### src/rtl/btb_update_scheduler.sv
// Single-port BTB owner: arbitrates IF prediction lookups against queued EX training
// updates (read-modify-write, 2-bit counters) and invalidates the table after reset.
module btb_update_scheduler #(
    parameter  int INDEX_BITS = 4,
    parameter  int FIFO_DEPTH = 4,
    parameter  int AGE_MAX    = 8,
    localparam int W          = 63 - INDEX_BITS
) (
    input  logic                  clk,
    input  logic                  rst,
    input  logic                  ex_advance,
    input  logic                  update_btb_ex,
    input  logic                  ex_branch_taken,
    input  logic [31:0]           pc_ex,
    input  logic [31:0]           jump_addr_ex,
    input  logic                  if_lookup_req,
    input  logic [31:0]           if_pc,
    output logic                  if_grant,
    output logic                  pred_valid,
    output logic                  pred_taken,
    output logic [31:0]           pred_target,
    output logic                  btb_en,
    output logic                  btb_we,
    output logic [INDEX_BITS-1:0] btb_addr,
    output logic [W-1:0]          btb_wdata,
    input  logic [W-1:0]          btb_rdata,
    output logic                  fifo_full,
    output logic                  init_busy,
    output logic                  overflow_err
);
    localparam int TAG_W = 30 - INDEX_BITS;
    localparam int PTR_W = (FIFO_DEPTH > 1) ? $clog2(FIFO_DEPTH) : 1;
    localparam int CNT_W = PTR_W + 1;
    localparam int AGE_W = $clog2(AGE_MAX + 1);

    typedef enum logic [1:0] {S_INIT, S_IDLE, S_RD, S_WR} state_t;

    state_t                 state_q, state_d;
    logic [INDEX_BITS-1:0]  init_cnt_q;
    logic [PTR_W-1:0]       wr_ptr_q, rd_ptr_q;
    logic [CNT_W-1:0]       count_q, count_d;
    logic                   full_q;
    logic [AGE_W-1:0]       age_q, age_d;
    logic                   overflow_q;
    logic [W-1:0]           rd_entry_q;
    logic                   pred_valid_q;
    logic [TAG_W-1:0]       lk_tag_q;

    logic [31:2]            fifo_pc  [FIFO_DEPTH];
    logic [31:2]            fifo_tgt [FIFO_DEPTH];
    logic                   fifo_tk  [FIFO_DEPTH];

    logic                   push_req, push_ok, pop, full_now, fifo_empty;
    logic                   upd_wins, upd_gets_port, needs_port, wr_needed;
    logic [31:2]            head_pc, head_tgt;
    logic                   head_tk;
    logic [INDEX_BITS-1:0]  head_idx;
    logic [TAG_W-1:0]       head_tag;
    logic [W-1:0]           new_entry;
    logic                   lk_hit;
    logic                   unused_bits;

    assign unused_bits = ^{pc_ex[1:0], jump_addr_ex[1:0], if_pc[1:0]};

    // ---------------- update queue ----------------
    assign full_now   = (count_q == CNT_W'(FIFO_DEPTH));
    assign fifo_empty = (count_q == '0);
    assign push_req   = update_btb_ex && ex_advance;
    assign push_ok    = push_req && (!full_now || pop);

    assign head_pc  = fifo_pc[rd_ptr_q];
    assign head_tgt = fifo_tgt[rd_ptr_q];
    assign head_tk  = fifo_tk[rd_ptr_q];
    assign head_idx = head_pc[INDEX_BITS+1:2];
    assign head_tag = head_pc[31:INDEX_BITS+2];

    always_ff @(posedge clk) begin
        if (push_ok) begin
            fifo_pc[wr_ptr_q]  <= pc_ex[31:2];
            fifo_tgt[wr_ptr_q] <= jump_addr_ex[31:2];
            fifo_tk[wr_ptr_q]  <= ex_branch_taken;
        end
    end

    always_comb begin
        count_d = count_q;
        if (push_ok && !pop)
            count_d = count_q + 1'b1;
        else if (!push_ok && pop)
            count_d = count_q - 1'b1;
    end

    // ---------------- read-modify-write of the captured entry ----------------
    always_comb begin
        logic             old_valid, hit;
        logic [TAG_W-1:0] old_tag;
        logic [1:0]       ctr;
        old_valid = rd_entry_q[W-1];
        old_tag   = rd_entry_q[W-2 -: TAG_W];
        ctr       = rd_entry_q[1:0];
        hit       = old_valid && (old_tag == head_tag);
        new_entry = '0;
        wr_needed = 1'b0;
        if (head_tk) begin
            wr_needed = 1'b1;
            if (hit)
                ctr = (ctr == 2'b11) ? 2'b11 : ctr + 2'b01;
            else
                ctr = 2'b10;
            new_entry = {1'b1, head_tag, head_tgt, ctr};
        end else if (hit) begin
            wr_needed = 1'b1;
            ctr       = (ctr == 2'b00) ? 2'b00 : ctr - 2'b01;
            new_entry = {1'b1, old_tag, rd_entry_q[31:2], ctr};
        end
    end

    // ---------------- arbitration ----------------
    assign upd_wins   = !if_lookup_req || full_q || (age_q >= AGE_W'(AGE_MAX));
    assign needs_port = ((state_q == S_IDLE) && !fifo_empty) || ((state_q == S_WR) && wr_needed);

    always_comb begin
        age_d = age_q;
        if (upd_gets_port)
            age_d = '0;
        else if (needs_port && (age_q < AGE_W'(AGE_MAX)))
            age_d = age_q + 1'b1;
    end

    // ---------------- FSM: state register ----------------
    always_ff @(posedge clk or posedge rst) begin
        if (rst) begin
            state_q      <= S_INIT;
            init_cnt_q   <= '0;
            wr_ptr_q     <= '0;
            rd_ptr_q     <= '0;
            count_q      <= '0;
            full_q       <= 1'b0;
            age_q        <= '0;
            overflow_q   <= 1'b0;
            rd_entry_q   <= '0;
            pred_valid_q <= 1'b0;
            lk_tag_q     <= '0;
        end else begin
            state_q <= state_d;
            if (state_q == S_INIT)
                init_cnt_q <= init_cnt_q + 1'b1;
            if (push_ok)
                wr_ptr_q <= wr_ptr_q + 1'b1;
            if (pop)
                rd_ptr_q <= rd_ptr_q + 1'b1;
            count_q <= count_d;
            full_q  <= (count_d == CNT_W'(FIFO_DEPTH));
            age_q   <= age_d;
            if (push_req && full_now && !pop)
                overflow_q <= 1'b1;
            if (state_q == S_RD)
                rd_entry_q <= btb_rdata;
            pred_valid_q <= if_grant;
            if (if_grant)
                lk_tag_q <= if_pc[31:INDEX_BITS+2];
        end
    end

    // ---------------- FSM: next state ----------------
    always_comb begin
        state_d = state_q;
        case (state_q)
            S_INIT: if (init_cnt_q == '1) state_d = S_IDLE;
            S_IDLE: if (!fifo_empty && upd_wins) state_d = S_RD;
            S_RD:   state_d = S_WR;
            S_WR:   if (pop) state_d = S_IDLE;
            default: state_d = S_INIT;
        endcase
    end

    // ---------------- FSM: outputs / port mux ----------------
    always_comb begin
        btb_en        = 1'b0;
        btb_we        = 1'b0;
        btb_addr      = if_pc[INDEX_BITS+1:2];
        btb_wdata     = '0;
        if_grant      = 1'b0;
        pop           = 1'b0;
        upd_gets_port = 1'b0;
        case (state_q)
            S_INIT: begin
                btb_en   = 1'b1;
                btb_we   = 1'b1;
                btb_addr = init_cnt_q;
            end
            S_IDLE: begin
                if (!fifo_empty && upd_wins) begin
                    btb_en        = 1'b1;
                    btb_addr      = head_idx;
                    upd_gets_port = 1'b1;
                end else begin
                    if_grant = if_lookup_req;
                end
            end
            S_RD: if_grant = if_lookup_req;
            S_WR: begin
                if (!wr_needed) begin
                    pop      = 1'b1;
                    if_grant = if_lookup_req;
                end else if (upd_wins) begin
                    btb_en        = 1'b1;
                    btb_we        = 1'b1;
                    btb_addr      = head_idx;
                    btb_wdata     = new_entry;
                    pop           = 1'b1;
                    upd_gets_port = 1'b1;
                end else begin
                    if_grant = if_lookup_req;
                end
            end
            default: ;
        endcase
        if (if_grant)
            btb_en = 1'b1;
    end

    // Prediction is qualified by the registered grant; the RAM's own output register
    // carries the entry, so nothing is added to the lookup latency.
    assign lk_hit       = btb_rdata[W-1] && (btb_rdata[W-2 -: TAG_W] == lk_tag_q);
    assign pred_valid   = pred_valid_q;
    assign pred_taken   = pred_valid_q && lk_hit && btb_rdata[1];
    assign pred_target  = (pred_valid_q && lk_hit) ? {btb_rdata[31:2], 2'b00} : 32'h0;
    assign fifo_full    = full_q;
    assign init_busy    = (state_q == S_INIT);
    assign overflow_err = overflow_q;

endmodule
### config.mk
export PLATFORM = sky130hd
export DESIGN_NAME = btb_update_scheduler
export DESIGN_NICKNAME = d
export VERILOG_FILES = /design/src/rtl/btb_update_scheduler.sv
export SDC_FILE = /design/constraint.sdc
export NUM_CORES = 1
export LEC_CHECK = 0
export CAP_MARGIN = 20
export CORE_UTILIZATION = 57
export DETAILED_ROUTE_END_ITERATION = 7
export HOLD_SLACK_MARGIN = 0.06
export PLACE_DENSITY = 0.92
export SLEW_MARGIN = 30
export SYNTH_ARGS = -nofsm -noshare
export SYNTH_HDL_FRONTEND = slang
export SYNTH_SLANG_ARGS = --single-unit
### constraint.sdc
create_clock -name clk -period 11.9 [get_ports clk]
set_clock_uncertainty 0.15 [all_clocks]
set_input_delay 3.57 -clock clk [delete_from_list [all_inputs] [get_ports clk]]
set_output_delay 3.57 -clock clk [all_outputs]
set_load 0.005 [all_outputs]
==> results.py, run 1 <==
metrics = {
    "outcome": {
        "status": "complete, but fails checks",
        "violations": "design-rule violations",
    },
    "clock_tree": {
        "cts_made_buffers": 35,
        "cts_resized": 0,
        "post_cts_buffers": 0,
        "hold_buffers": 0,
        "cts_buffer_depth": 3,
        "clk_pin_slew_worst_paths_ps": 60,
        "insertion_delay_ps": 520,
        "clock_sinks": 349,
        "cts_root_buf": "clkbuf_16",
        "cts-htree-levels": 2,
        "cts_tree": "built",
    },
    "sta": {
        "rsz0062_at_grt": "no",
        "min_period_over_period_pct": 84.2,
        "finalSetupViolations": 0,
        "final.setup.tns_ps": 0,
        "finalHoldViolations": 0,
        "maxSlewHeadroom_pct": 41.6,
        "fmax_mhz": 99.8,
        "fin_crit_ps": 10020,
        "worst_pin_slew_ps": 875,
        "drv_slew": 0,
    },
    "die": {
        "core_mm2": 0.0262,
        "die_area_mm2": 0.0276,
        "initial_utilization_pct": 58.5,
        "die_height_um": 166,
        "io_pins": 264,
        "fp.dieW_um": 166,
        "rows": 59,
    },
    "power_and_ir_drop": {
        "sequentialPowerShare_pct": 40.4,
        "ir_worst_vdd_mv": 0.125,
        "combPwrFrac_pct": 36.1,
        "switching_share_pct": 33.5,
        "power_density_mw_per_mm2": 234,
        "p_clk_share_pct": 23.4,
        "total_power_mw": 4.52,
        "leakagePower_nw": 6.98,
        "power.switching_mw": 1.51,
        "internal_power_mw": 3.01,
    },
    "global_route": {
        "grt_pass1_wl_um": 56100,
        "grt_pass1_vias": 10300,
        "grt_max_degree": 65,
        "grt_usage_pct": 26.7,
        "overflow": 0,
        "antenna_found_initial": 8,
    },
    "place": {
        "io_buffers": 255,
        "dp_hpwl_um": 23800,
        "gp_congestion": 0.880,
    },
    "detailed_routing": {
        "drt-vias-per-instance": 5.95,
        "detail-route-antenna-nets": 0,
        "dr.pass1.iters": 8,
        "wl_um": 36300,
        "drc": 30,
        "wl_per_cell_um": 22.0,
        "initialDrtViolationCount": 928,
        "vias": 9798,
    },
    "logic_synthesis": {
        "synth-simple-area-share_pct": 7.45,
        "syn_inst": 1027,
        "synth-edff-count": 244,
        "ys.flop_type": "edfxtp_1",
        "syn_area_per_cell_um2": 14.9,
        "muxShareOfSynthArea_pct": 15.8,
        "ys_warn_count": 0,
        "ys_seq_elements": 349,
        "synth_top_family_by_area": "multiplexers",
        "synth_async_sr_flop_share_pct": 30.1,
        "synth-adder-area-share_pct": 1.31,
        "ys_types": 61,
        "seq_area_frac_synth_pct": 64.9,
        "synth_xor_area_share_pct": 3.36,
        "synth_compound_area_share_pct": 4.88,
        "syn_area_mm2": 0.0153,
    },
    "finish": {
        "nNetsFinal": 1457,
        "syn_to_final_growth_pct": 25.7,
        "final_layout_size_suffix_gt1_share_pct": 15.9,
        "most-common-layout-cells": "255 x clkdlybuf4s50_1, 244 x edfxtp_1, 143 x nand2_1",
        "final_common_cell": "clkdlybuf4s50_1",
    },
    "hold_path": {
        "worstHoldPathType": "flop to flop",
    },
    "worst_setup_path": {
        "crit_type": "input port to primary output",
        "worstSetupEndpointType": "primary output",
        "cp_max_fo": 32,
        "cp_data_arrival_time_ps": 6300,
        "critPathLaunchType": "input port",
        "critPathRequiredTime_ps": 8180,
    },
    "run": {
        "cap_violations": 0,
    },
}
power by group through the flow:
stage | Clock (mW) | Sequential [mW] | Combinational [mW]
after floorplan | 0 | 1.72 | 1.20
after global placement | 0 | 1.82 | 1.56
after detailed placement | 0 | 1.84 | 1.61
after CTS | 1.07 | 1.82 | 1.63
after global routing | 1.12 | 1.86 | 1.76
final | 1.06 | 1.83 | 1.63
synth_stat cells, types with 17 or more instances:
cell	instances	area, um2
clkbuf_1	33	124
dfrtp_1	105	2630
mux4_2	42	946
nand2_1	143	537
xor2_1	26	228
nand3_1	19	95.1
mux2_2	86	968
and2_1	39	244
edfxtp_1	244	7330
mux2i_1	27	270
xnor2_1	31	272
a21oi_1	60	300
nor2_1	17	63.8
per-stage QoR:
stage	cells	worst slack [ps]	util (%)	hold slack, ps	cell area [um2]
floorplan	1028	3050	-	310	15300
global placement	1578	1970	69.3	302	18200
detailed placement	1578	1870	69.3	326	18200
CTS	1640	1890	73.5	340	19300
global route	1643	1610	73.6	371	19300
finish	1646	1880	73.6	342	19300
final cells by class:
| type | count | area, um2 |
|---|---|---|
| Antenna cell | 6 | 15.0 |
| Clock buffer | 48 | 966 |
| Clock inverter | 14 | 139 |
| Fill cell | 1545 | 6920 |
| Inverter | 16 | 62.6 |
| Multi-Input combinational cell | 610 | 5070 |
| Sequential cell | 349 | 9960 |
| Tap cell | 335 | 419 |
| Timing Repair Buffer | 268 | 2650 |
cells by family (layout without fill, tap and decap cells):
group,Yosys count,after routing
simple gates,248,248
buf+inv,69,346
fa+ha+maj,16,16
flops,349,349
compound gates,122,122
mux,164,164
other cells,1,8
xor+xnor,58,58
worst paths after layout:
kind                            cells after the start          start  slack, ps        endpoint
worst max-delay path                                6  if_lookup_req       1880   btb_wdata[38]
worst min-delay path                                2   overflow_err        340    overflow_err
worst max register to register                     10    rd_ptr_q[0]       6010  fifo_pc[2][27]
worst min register to register                      2   overflow_err        340    overflow_err
max in group asynchronous                           3            rst       6980     rd_ptr_q[1]
min in group asynchronous                           2            rst       3360      count_q[0]
sequential cells by signal, summed over array words and instances (netlist names):
name,cells
pred_valid,1
fifo_tk,4
rd_ptr_q,2
state_q,2
init_cnt_q,4
overflow_err,1
fifo_pc,120
fifo_full,1
fifo_tgt,120
count_q,3
lk_tag_q,26
age_q,4
wr_ptr_q,2
rd_entry_q,59
layer usage:
layer | share of wire, % | up-vias | global-route usage [%]
met2 | 48 | 493 | 44.0
met1 | 38 | 4828 | 32.9
met5 | 0.12 | - | 0
met4 | 4.3 | 6 | 12.8
li1 | - | 4355 | -
met3 | 9.6 | 116 | 7.44
critical path: stages:
cell	delay, ps
clkdlybuf4s50_1	450
nand2_1	200
nand3_2	630
buf_4	530
a21oi_1	340
clkdlybuf4s50_1	570
Power figures use the tool's default switching activity.
==> run 2: changes to the inputs <==
--- a/config.mk
+++ b/config.mk
@@ -6,10 +6,10 @@
 export NUM_CORES = 1
 export LEC_CHECK = 0
 export CAP_MARGIN = 20
-export CORE_UTILIZATION = 57
+export CORE_UTILIZATION = 48
 export DETAILED_ROUTE_END_ITERATION = 7
 export HOLD_SLACK_MARGIN = 0.06
-export PLACE_DENSITY = 0.92
+export PLACE_DENSITY = 0.83
 export SLEW_MARGIN = 30
 export SYNTH_ARGS = -nofsm -noshare
 export SYNTH_HDL_FRONTEND = slang
==> constraint.sdc (replaced) <==
create_clock -name clk -period 8.2 [get_ports clk]
set_clock_uncertainty 0.15 [all_clocks]
set_input_delay 2.46 -clock clk [delete_from_list [all_inputs] [get_ports clk]]
set_output_delay 2.46 -clock clk [all_outputs]
set_load 0.005 [all_outputs]
==> results.py, run 2 (synthesis gave the netlist of run 1 again) <==
metrics = {
    "worst_setup_path": {
        "ff2ff_setup_slack_ps": 2780,
        "r2r-end": "fifo_pc[3][20]",
        "worstSetupEndpointType": "primary output",
        "cp_data_arrival_time_ps": 5270,
        "crit_type": "flop to primary output",
        "rr_startpoint": "rd_ptr_q[1]",
        "critPathRequiredTime_ps": 5590,
        "cp_max_fo": 34,
        "r2r_cells": 9,
        "critPathLaunchType": "flop",
    },
    "power_and_ir_drop": {
        "internal_power_mw": 4.45,
        "power_density_mw_per_mm2": 342,
        "power.switching_mw": 2.23,
        "combPwrFrac_pct": 36.0,
        "p_clk_share_pct": 24.6,
        "switching_share_pct": 33.4,
        "leakagePower_nw": 7.07,
        "sequentialPowerShare_pct": 39.4,
        "ir_worst_vdd_mv": 0.171,
        "total_power_mw": 6.68,
    },
    "finish": {
        "layout.cells.non_filler": 1723,
        "syn_to_final_growth_pct": 27.2,
        "most-common-layout-cells": "255 x clkdlybuf4s50_1, 244 x edfxtp_1, 143 x nand2_1",
        "final_util_pct": 62.0,
        "reg.largest.list": "fifo_pc x120, fifo_tgt x120, rd_entry_q x59",
        "nNetsFinal": 1466,
        "final_common_cell": "clkdlybuf4s50_1",
        "fillerInstances": 2239,
        "final_layout_size_suffix_gt1_share_pct": 16.8,
        "seq_area_mm2": 0.00996,
        "multi_input_area_mm2": 0.00507,
    },
    "outcome": {
        "status": "complete, no violations",
    },
    "clock_tree": {
        "cts-htree-levels": 2,
        "cts_tree": "built",
        "cts_resized": 0,
        "insertion_delay_ps": 520,
        "cts_root_buf": "clkbuf_16",
        "clk_pin_slew_worst_paths_ps": 60,
        "cts_buffer_depth": 3,
        "post_cts_buffers": 0,
        "clock_sinks": 349,
        "cts_made_buffers": 37,
        "hold_buffers": 0,
    },
    "global_route": {
        "grt_max_degree": 60,
        "grt_pass1_wl_um": 57000,
        "overflow": 0,
        "grt_usage_pct": 22.8,
        "antenna_found_initial": 4,
        "grt_pass1_vias": 10100,
    },
    "sta": {
        "fin_ws_ps": 324,
        "maxSlewHeadroom_pct": 46.0,
        "rsz0062_at_grt": "no",
        "final.setup.tns_ps": 0,
        "fmax_mhz": 127,
        "worst_pin_slew_ps": 810,
        "finalHoldViolations": 0,
        "finalSetupViolations": 0,
        "fin_crit_ps": 7880,
        "min_period_over_period_pct": 96.0,
        "drv_slew": 0,
    },
    "place": {
        "io_buffers": 255,
        "dp_hpwl_um": 24700,
        "gp_congestion": 0.851,
        "dp.cells": 1652,
        "pre_cts_ws_ps": 396,
    },
    "die": {
        "die_area_mm2": 0.0327,
        "fp.dieW_um": 181,
        "io_pins": 264,
        "rows": 65,
        "die_height_um": 181,
        "core_mm2": 0.0315,
        "initial_utilization_pct": 48.7,
    },
    "detailed_routing": {
        "detail-route-antenna-nets": 0,
        "dr.pass1.iters": 5,
        "vias": 9668,
        "wl_per_cell_um": 21.3,
        "wl_um": 36800,
        "drt-vias-per-instance": 5.61,
        "drc": 0,
        "initialDrtViolationCount": 761,
    },
    "hold_path": {
        "hold_path_end": "overflow_err",
        "worstHoldPathType": "flop to flop",
        "hold_depth": 2,
        "min_from": "overflow_err",
    },
    "run": {
        "cap_violations": 0,
    },
}
run 2: cell count changes in the layout (fill, tap and decap cells not counted), sizes merged:
cell      delta
clkinv       +5
clkbuf       +3
clkinvlp     -1
inv          -1
buf          +7
diode        -3
run 2: power by group through the flow:
stage | clock [mW] | combinational, mW | sequential [mW]
2_1_floorplan | 0 | 1.74 | 2.50
3_3_place_gp | 0 | 2.33 | 2.63
3_5_place_dp | 0 | 2.39 | 2.66
4_1_cts | 1.67 | 2.42 | 2.63
5_1_grt | 1.74 | 2.61 | 2.68
6_report | 1.64 | 2.40 | 2.63
run 2: metal layers:
layer | vias up | part of all wire [%] | track usage [%]
met3 | 74 | 6.7 | 4.58
met1 | 4862 | 41 | 29.7
li1 | 4377 | - | -
met4 | 2 | 2.9 | 8.48
met2 | 353 | 49 | 37.8
met5 | - | 0.035 | 0
run 2: worst max path at each step:
stage / start / endpoint / slack, ps / depth (start not counted)
after global routing: rd_ptr_q[1] / btb_wdata[15] / 90 / 10
after global placement: btb_rdata[47] / pred_target[18] / 430 / 8
after floorplan: if_lookup_req / btb_en / 1570 / 6
after CTS: rd_ptr_q[1] / btb_wdata[15] / 300 / 10
final: rd_ptr_q[1] / btb_wdata[15] / 320 / 10
after detailed placement: btb_rdata[47] / pred_target[18] / 400 / 8
run 2: critical path: stages (launching register included):
cell             delay, ps
dfrtp_4                770
mux2i_1                400
mux2i_1                160
a221o_2                430
a2111oi_0              460
nand4_1                370
nand2_1                330
nand3_2                520
buf_4                  470
a21oi_1                210
clkdlybuf4s50_1        570
run 2: per-stage QoR:
step / instance area (um2) / hold WS (ps)
2_1_floorplan: 15300 / 310
3_3_place_gp: 18300 / 310
3_5_place_dp: 18300 / 320
4_1_cts: 19500 / 335
5_1_grt: 19500 / 364
6_report: 19500 / 326
run 2: area by class of cell:
| type | count | area share (%) |
|---|---|---|
| clock buffer | 51 | 5.33 |
| sequential | 349 | 51.0 |
| tap | 402 | 2.58 |
| timing repair buffer | 275 | 13.8 |
| multi-input combinational | 610 | 26.0 |
| antenna | 3 | 0.0385 |
| clock inverter | 17 | 0.840 |
| inverter | 16 | 0.321 |
